`config.mk`:
```
export PLATFORM = sky130hd
export DESIGN_NAME = phase_bank_flat
export DESIGN_NICKNAME = d
export VERILOG_FILES = /design/src/rtl/phase_bank_if.sv /design/src/rtl/phase_bank.sv /design/src/flat_wrapper.sv
export SDC_FILE = /design/constraint.sdc
export NUM_CORES = 2
export LEC_CHECK = 0
export BUFFER_PORTS_ARGS = -buffer_cell sky130_fd_sc_hd__buf_2
export CAP_MARGIN = 0
export CORE_ASPECT_RATIO = 1.1
export CORE_MARGIN = 10
export CORE_UTILIZATION = 52
export CTS_CLUSTER_SIZE = 40
export DETAILED_ROUTE_END_ITERATION = 16
export GPL_TIMING_DRIVEN = 0
export PLACE_DENSITY_LB_ADDON = 0.12
export SLEW_MARGIN = 10
export SYNTH_ARGS = -nofsm -noshare
export SYNTH_HDL_FRONTEND = slang
export SYNTH_SLANG_ARGS = --single-unit
```
`constraint.sdc`:
```
create_clock -name clk -period 34 [get_ports clk]
set_input_delay 6.8 -clock clk [delete_from_list [all_inputs] [get_ports clk]]
set_output_delay 6.8 -clock clk [all_outputs]
set_load 0.01 [all_outputs]
```
`src/rtl/phase_bank_if.sv`:
```
// Bus bundle between the command deserializer, the phase bank and the PWM side.
interface phase_bank_if #(
  parameter int unsigned NUM_CHANNELS = 64,
  parameter int unsigned PHASE_W      = 8,
  parameter int unsigned ADDR_W       = 8
);
  logic                            en;
  logic [ADDR_W+PHASE_W-1:0]       phase_data;
  logic                            commit;
  logic                            sync;
  logic [NUM_CHANNELS*PHASE_W-1:0] phases;
  logic                            commit_pending;
  logic [15:0]                     frame_count;
  logic [7:0]                      drop_count;

  modport master (
    output en, phase_data, commit, sync,
    input  phases, commit_pending, frame_count, drop_count
  );

  modport slave (
    input  en, phase_data, commit, sync,
    output phases, commit_pending, frame_count, drop_count
  );
endinterface

```
`src/rtl/phase_bank.sv`:
```
// Double-buffered phase register bank: serial {channel, phase} writes fill a
// shadow bank, which is copied to the active bank on a commit aligned to sync.
module phase_bank #(
  parameter int unsigned NUM_CHANNELS   = 64,
  parameter int unsigned PHASE_W        = 8,
  parameter int unsigned ADDR_W         = 8,
  parameter int unsigned BASE_CHANNEL   = 0,
  parameter int unsigned BROADCAST_ADDR = 2**ADDR_W-1
) (
  input logic         clk,
  input logic         rst,
  phase_bank_if.slave bus
);

  localparam int unsigned BANK_W = NUM_CHANNELS * PHASE_W;

  // The broadcast address must never alias a locally owned channel.
  if (BROADCAST_ADDR >= BASE_CHANNEL &&
      BROADCAST_ADDR < BASE_CHANNEL + NUM_CHANNELS) begin : g_bad_bcast
    $error("phase_bank: BROADCAST_ADDR lies inside the owned channel range");
  end

  typedef enum logic {ST_IDLE, ST_PENDING} state_e;

  state_e              state_q, state_d;
  logic [BANK_W-1:0]   shadow_q, shadow_d;
  logic [BANK_W-1:0]   active_q, active_d;
  logic [15:0]         frame_q, frame_d;
  logic [7:0]          drop_q, drop_d;
  logic                apply;
  logic                hit;
  logic                bcast;
  logic [ADDR_W-1:0]   addr;
  logic [PHASE_W-1:0]  phase;

  assign addr  = bus.phase_data[ADDR_W+PHASE_W-1:PHASE_W];
  assign phase = bus.phase_data[PHASE_W-1:0];

  // Commit FSM: state register
  always_ff @(posedge clk or posedge rst) begin
    if (rst) state_q <= ST_IDLE;
    else     state_q <= state_d;
  end

  // Commit FSM: next state; a commit coinciding with sync applies immediately
  always_comb begin
    state_d = state_q;
    unique case (state_q)
      ST_IDLE:    if (bus.commit && !bus.sync) state_d = ST_PENDING;
      ST_PENDING: if (bus.sync)                state_d = ST_IDLE;
      default:    state_d = ST_IDLE;
    endcase
  end

  // Commit FSM: outputs
  always_comb begin
    apply              = bus.sync && (state_q == ST_PENDING || bus.commit);
    bus.commit_pending = (state_q == ST_PENDING);
  end

  // Write decode into the shadow bank; broadcast hits every entry
  always_comb begin
    shadow_d = shadow_q;
    hit      = 1'b0;
    bcast    = (32'(addr) == BROADCAST_ADDR);
    if (bus.en) begin
      for (int unsigned i = 0; i < NUM_CHANNELS; i++) begin
        if (bcast || 32'(addr) == BASE_CHANNEL + i) begin
          shadow_d[i*PHASE_W +: PHASE_W] = phase;
          hit = 1'b1;
        end
      end
    end
  end

  // Apply copies the pre-write shadow, so a concurrent write lands next frame
  always_comb begin
    active_d = active_q;
    frame_d  = frame_q;
    drop_d   = drop_q;
    if (apply) begin
      active_d = shadow_q;
      frame_d  = frame_q + 16'd1;
    end
    if (bus.en && !hit && drop_q != '1) drop_d = drop_q + 8'd1;
  end

  // Bank and counter registers
  always_ff @(posedge clk or posedge rst) begin
    if (rst) begin
      shadow_q <= '0;
      active_q <= '0;
      frame_q  <= '0;
      drop_q   <= '0;
    end else begin
      shadow_q <= shadow_d;
      active_q <= active_d;
      frame_q  <= frame_d;
      drop_q   <= drop_d;
    end
  end

  assign bus.phases      = active_q;
  assign bus.frame_count = frame_q;
  assign bus.drop_count  = drop_q;

endmodule

```
`src/flat_wrapper.sv`:
```
// flat-port wrapper written by rule: the top's interface ports become plain ports
module phase_bank_flat 
#(
  parameter int unsigned NUM_CHANNELS   = 64,
  parameter int unsigned PHASE_W        = 8,
  parameter int unsigned ADDR_W         = 8,
  parameter int unsigned BASE_CHANNEL   = 0,
  parameter int unsigned BROADCAST_ADDR = 2**ADDR_W-1
)
  (clk, rst, bus_en, bus_phase_data, bus_commit, bus_sync, bus_phases, bus_commit_pending, bus_frame_count, bus_drop_count);
  phase_bank_if #(.NUM_CHANNELS(NUM_CHANNELS), .PHASE_W(PHASE_W), .ADDR_W(ADDR_W)) bus_i ();
  input logic clk;
  input logic rst;
  input wire logic [$bits(bus_i.en)-1:0] bus_en;
  input wire logic [$bits(bus_i.phase_data)-1:0] bus_phase_data;
  input wire logic [$bits(bus_i.commit)-1:0] bus_commit;
  input wire logic [$bits(bus_i.sync)-1:0] bus_sync;
  output wire logic [$bits(bus_i.phases)-1:0] bus_phases;
  output wire logic [$bits(bus_i.commit_pending)-1:0] bus_commit_pending;
  output wire logic [$bits(bus_i.frame_count)-1:0] bus_frame_count;
  output wire logic [$bits(bus_i.drop_count)-1:0] bus_drop_count;
  assign bus_i.en = bus_en;
  assign bus_i.phase_data = bus_phase_data;
  assign bus_i.commit = bus_commit;
  assign bus_i.sync = bus_sync;
  assign bus_phases = bus_i.phases;
  assign bus_commit_pending = bus_i.commit_pending;
  assign bus_frame_count = bus_i.frame_count;
  assign bus_drop_count = bus_i.drop_count;
  phase_bank #(.NUM_CHANNELS(NUM_CHANNELS), .PHASE_W(PHASE_W), .ADDR_W(ADDR_W), .BASE_CHANNEL(BASE_CHANNEL), .BROADCAST_ADDR(BROADCAST_ADDR)) u_core (.clk(clk), .rst(rst), .bus(bus_i));
endmodule
```
# Word-level counts from Yosys, hierarchy flattened
# Cells that the tools add are included.
[totals]
register_bits = 1049
inputBits = 21
output_inout_bits = 537
elab_cells = 340
[classes]
addsub = 2
eq_ne = 65
n_mux = 68
bitwise_logic = 1
n_reduce_logical = 136
[op_table]
columns = ["cell", "n"]
rows = [
  ["8-bit by 6-bit == test with 1-bit output (second input constant)", 32],
  ["8-bit by 5-bit == test with 1-bit output (second input constant)", 16],
  ["2-bit AND reduction", 64],
  ["1-bit two-way mux", 67],
  ["1-bit logical OR", 65],
  ["8-bit by 4-bit == test with 1-bit output (second input constant)", 8],
  ["8-bit by 3-bit == test with 1-bit output (second input constant)", 4],
  ["16-bit by 1-bit adder with 16-bit output (second input constant)", 1],
  ["8-bit by 2-bit == test with 1-bit output (second input constant)", 2],
  ["8-bit by 1-bit adder with 8-bit output (second input constant)", 1],
  ["8-bit by 1-bit == test with 1-bit output (second input constant)", 1],
  ["8-bit == test (second input constant)", 1],
  ["8-bit zero test", 1],
  ["8-bit != test (second input constant)", 1],
  ["1-bit logical AND", 4],
  ["1-bit zero test", 2],
  ["1-bit one-hot mux with 2 select lines", 1],
  ["1-bit NOT", 1],
]

# Depth between registers and ports, before layout
[depth]
ltp_word = 70
mapped_depth = 9
depth_no_buf = 7

# Worst setup path after synthesis
# OpenSTA, ideal clock, no wires.
[synth_timing]
path_kind = "input -> register"
startpoint = "input port bus_phase_data[12]"
endpoint = "register u_core.drop_q[4], in the netlist u_core.bus.drop_count[4]"
setup_ns = 0.125
arrival_ns = 8.476
required_ns = 33.875
slack_ns = 25.399
path_stages = 8
path_buffers = 1
cell_sequence = "buf_6 nor4bb_1 a32o_1 a2111oi_4 nand4b_1 or2_4 nor2_1 mux2_4"
[synth_via]
elab_chain_len = 70
word_cells_on_any_way = 197
cone_classes = "eq/ne: 64; mux: 65; reduce/logical: 68"
[synth_rtl]
columns = ["element", "line", "rtl"]
rows = [
  ["from (decl)", "flat_wrapper.sv:15", "input wire logic [$bits(bus_i.phase_data)-1:0] bus_phase_data;"],
  ["8-bit == test or 8-bit zero test (tied branches)", "phase_bank.sv:65, phase_bank.sv:68", ""],
  ["1-bit logical OR", "phase_bank.sv:68", "if (bcast || 32'(addr) == BASE_CHANNEL + i) begin"],
  ["1-bit two-way mux (63 in a row)", "phase_bank.sv:68", ""],
  ["1-bit two-way mux (*)", "phase_bank.sv:68", ""],
  ["1-bit two-way mux (*)", "phase_bank.sv:66", "if (bus.en) begin"],
  ["1-bit zero test (*)", "phase_bank.sv:85", "if (bus.en && !hit && drop_q != '1) drop_d = drop_q + 8'd1;"],
  ["1-bit logical AND (*) (2 in a row)", "phase_bank.sv:85", ""],
  ["to (signal assigned)", "phase_bank.sv:99", "drop_q <= drop_d;"],
  ["to (decl)", "phase_bank.sv:29", "logic [7:0] drop_q, drop_d;"],
]
# Mark *: on every way between the ends. The rest lies on a longest branch, timed or not.
# A chain may end at the register's enable or synchronous reset.

# Worst setup path after layout
[layout_timing]
startpoint = "input port bus_commit"
endpoint = "register u_core.active_q[390], in the netlist u_core.bus.phases[390]"
[layout_via]
elab_chain_len = 2
[layout_rtl]
columns = ["element", "line", "rtl"]
rows = [
  ["from (decl)", "flat_wrapper.sv:16", "input wire logic [$bits(bus_i.commit)-1:0] bus_commit;"],
  ["1-bit logical OR", "phase_bank.sv:57", "apply = bus.sync && (state_q == ST_PENDING || bus.commit);"],
  ["1-bit logical AND", "phase_bank.sv:57", ""],
  ["to (signal assigned)", "phase_bank.sv:97", "active_q <= active_d;"],
  ["to (decl)", "phase_bank.sv:27", "logic [BANK_W-1:0] active_q, active_d;"],
]
# No other way between the ends.

==> summary.md <==
| Metric | Value |
|---|---|
| Crit end category | `register` |
| CTS tree | `yes` |
| Max Clock Freq | `0.114 GHz` |
| CTS resizes | `0` |
| Worst hold start | `u_core.shadow_q[165]` |
| Fin crit share | `25.8%` |
| Die area | `between 80000 and 90000 um2` |
| Number of global-route vias before repair | `roughly 29000` |
| Top Usage Layer GRT | `met2` |
| Critical Path Start Type | `input pin` |
| GRT met2 Usage | `43.5%` |
| Post-synth top cells | `1567 x nand2_1, 1049 x dfrtp_1, 512 x mux2_2, 157 x clkbuf_1, 69 x nor2_1` |
| Root Driver | `clkbuf_16` |
| CTS Buf Count | `103` |
| DP Area | `45000 um2` |
| Vias per cell | `~5.2` |
| Area leader, netlist | `dfrtp_1` |
| Reg2reg start | `u_core.bus.commit_pending` |
| GRT Total Usage | `between 20% and 30%` |
| Final instance area | `48400 um2` |
| First-pass GRT wire length | `between 150 and 200 mm` |
| Drt pass-1 iters | `5` |
| Syn avg cell area | `around 11 um2` |
| Total of max-cap violations | `0` |
| Core area | `77200 um2` |
| Hold Path Cell Cnt | `2` |
| Clock tree sinks | `around 1000` |
| Hold WC Path Type | `reg -> reg` |
| Initial antenna violation count | `6` |
| Worst Path Max Fanout | `10` |
| Routed len/inst | `21.7 um` |
| Cells after Synth | `3582` |
| Static leakage | `27.1 nW` |
| Filler cells | `6411` |
| Cells on worst reg2reg path | `7` |
| Most frequent cell after synthesis | `nand2_1` |
| Via Count | `28182` |
| Async SR Flop Fraction | `100%` |
| R2R setup slack | `31.06 ns` |
| Register area share after synthesis | `65.0%` |
| Number of enable flip-flop cells after synthesis | `0` |
| Period minus WS final | `8.78 ns` |
| Effective utilization at floorplan | `a little over half` |
| Final #Nets | `approximately 4300` |
| Initial drt markers | `2013` |
| DP HPWL | `85.1 mm` |
| Rel. slew slack | `12.8%` |
| Chip height | `312 um` |
| Worst Path Arrival | `9.38 ns` |
| RSZ-0062 raised after global routing | `false` |
| Post-DRT Antenna Nets | `0` |
| Pin count of the biggest net entering global routing | `40` |
| Post-synth cell types | `54` |
| I/O pins | `approximately 560` |
| Setup violators final | `0` |
| Clk_lat worst skew | `0.66 ns` |
| Final Max Tran Viols | `0` |
| Worst Hold End | `u_core.bus.phases[165]` |
| GPL Wtd Cong | `0.955` |
| Number of synthesized register bits | `1049` |
| TNS Setup | `0 ns` |
| CP Class | `in -> reg` |
| Met3 usage | `under 10%` |
| Hold Fails Final Rpt | `0` |
| Post-Syn Area | `40400 um2` |
| Outcome | `complete, no violations` |
| Worst-Margin Slew | `1.31 ns` |
| Skew final | `0.0207 ns` |
| Bufs on Longest Clock Path | `3` |
| Critical Path RT | `34.60 ns` |
| Clock slew at reported path FFs | `0.06 ns` |
| Area Growth Syn to Fin | `20.0%` |
| Warning count from the yosys run | `0` |
| Total Wirelength | `roughly 120 mm` |
| R2R Path End | `u_core.bus.phases[390]` |
| Power per cell area | `61.3 nW/um2` |
| Worst vdd ir | `44.1 uV` |
| Number of remaining DRC errors | `0` |
| Die X | `286 um` |
| Syn_nets | `3605` |
| Met1 GRT Util | `33.4%` |
| H-tree Lvls | `3` |
| Num rows | `107` |
| Hold Buf Count CTS | `0` |
| Global route overflow | `0` |
| Port-buffer cells | `545` |
| Synth area leaders | `dfrtp_1 65%, nand2_1 15%, mux2_2 14%, clkbuf_1 1.5%, o21ai_2 0.78%` |
| Ys flop type | `dfrtp_1` |
| Share of cells above drive strength 1 | `30.4%` |
| Area share of the largest cell type after synthesis | `65.0%` |
| Post-CTS Setup Repair Bufs | `0` |
[final cells by class]
cell class | count | area, um2 | area share (%)
tap | 1035 | 1290 | 2.67
multi-input combinational | 2324 | 13300 | 27.4
timing repair buffer | 576 | 3350 | 6.91
inverter | 7 | 30.0 | 0.0620
sequential | 1049 | 26300 | 54.2
clock buffer | 147 | 2950 | 6.10
buffer | 202 | 821 | 1.69
clock inverter | 33 | 479 | 0.989
antenna | 1 | 2.50 | 0.00517
[cell families after synthesis]
| logic type | count (synthesis) | share of synthesized area (%) |
|---|---|---|
| simple gates | 1695 | 16.3 |
| flops | 1049 | 65.0 |
| mux | 514 | 14.4 |
| buf+inv | 209 | 2.10 |
| compound gates | 90 | 1.70 |
| xor+xnor | 23 | 0.499 |
| fa+ha+maj | 2 | 0.0620 |
[state kept, by name (all words and copies together) (netlist names)]
name / count
u_core.shadow_q: 512
u_core.bus.drop_count: 8
u_core.bus.phases: 512
u_core.bus.frame_count: 16
u_core.bus.commit_pending: 1
[how the worst max path moves through the flow]
stage,start,endpoint,slack [ns]
2_1_floorplan,rst,u_core.bus.commit_pending,12.74
3_3_place_gp,rst,u_core.bus.phases[115],6.57
3_5_place_dp,bus_commit,u_core.bus.phases[350],24.57
4_1_cts,bus_commit,u_core.bus.phases[222],25.26
5_1_grt,bus_commit,u_core.bus.phases[350],25.17
6_report,bus_commit,u_core.bus.phases[390],25.22
[per-stage QoR]
step           cells  utilization, %  power, W  worst slack (ns)  hold slack, ns
4_1_cts         5373            62.7   0.00300             25.26           0.441
5_1_grt         5373            62.7   0.00309             25.17           0.464
3_3_place_gp    5162            57.5   0.00183              6.57           0.440
6_report        5374            62.7   0.00297             25.22           0.444
3_5_place_dp    5193            58.3   0.00184             24.57           0.442
2_1_floorplan   3582               -   0.00166             12.74           0.433
[per-layer routing]
metal	vias to the layer above	share of wire, %	routed length, um
li1	12924	-	-
met1	14304	42	48500
met2	739	49	57200
met3	207	5.8	6750
met4	8	3.7	4360
met5	-	0.043	50
[layout by cell type (no fill, tap or decap), types with 5 or more instances in the layout]
master     synthesis  layout
nand2_1         1567    1567
dfrtp_1         1049    1049
buf_2             13     559
mux2_2           512     512
clkbuf_1         157     180
clkbuf_16          0     103
nor2_1            69      69
o21ai_2           36      36
buf_12             0      31
o21ai_1           26      26
buf_1             24      23
clkbuf_8           0      21
xnor2_1           18      18
clkinv_2           0      15
bufinv_16          0      11
nand4_1           10      10
nand3_1           10      10
nor3_1             6       6
o21ai_0            6       6
inv_1              6       5
xor2_1             5       5
[power breakdown]
group / internal (W) / switching [W] / leakage (nW)
Sequential: 0.00138 / 0.0000842 / 14.3
Combinational: 0.000135 / 0.000216 / 11.1
Clock: 0.000685 / 0.000475 / 1.69
[worst max-delay path, stage by stage]
cell and delay [ns]:
buf_2 0.09, nor2_1 0.05, nor2b_1 0.21, clkbuf_1 0.67, clkbuf_1 0.85, clkbuf_1 0.48, nand2_1 0.12, nand2_1 0.08
Note: power is estimated with default switching activity, not from simulation.
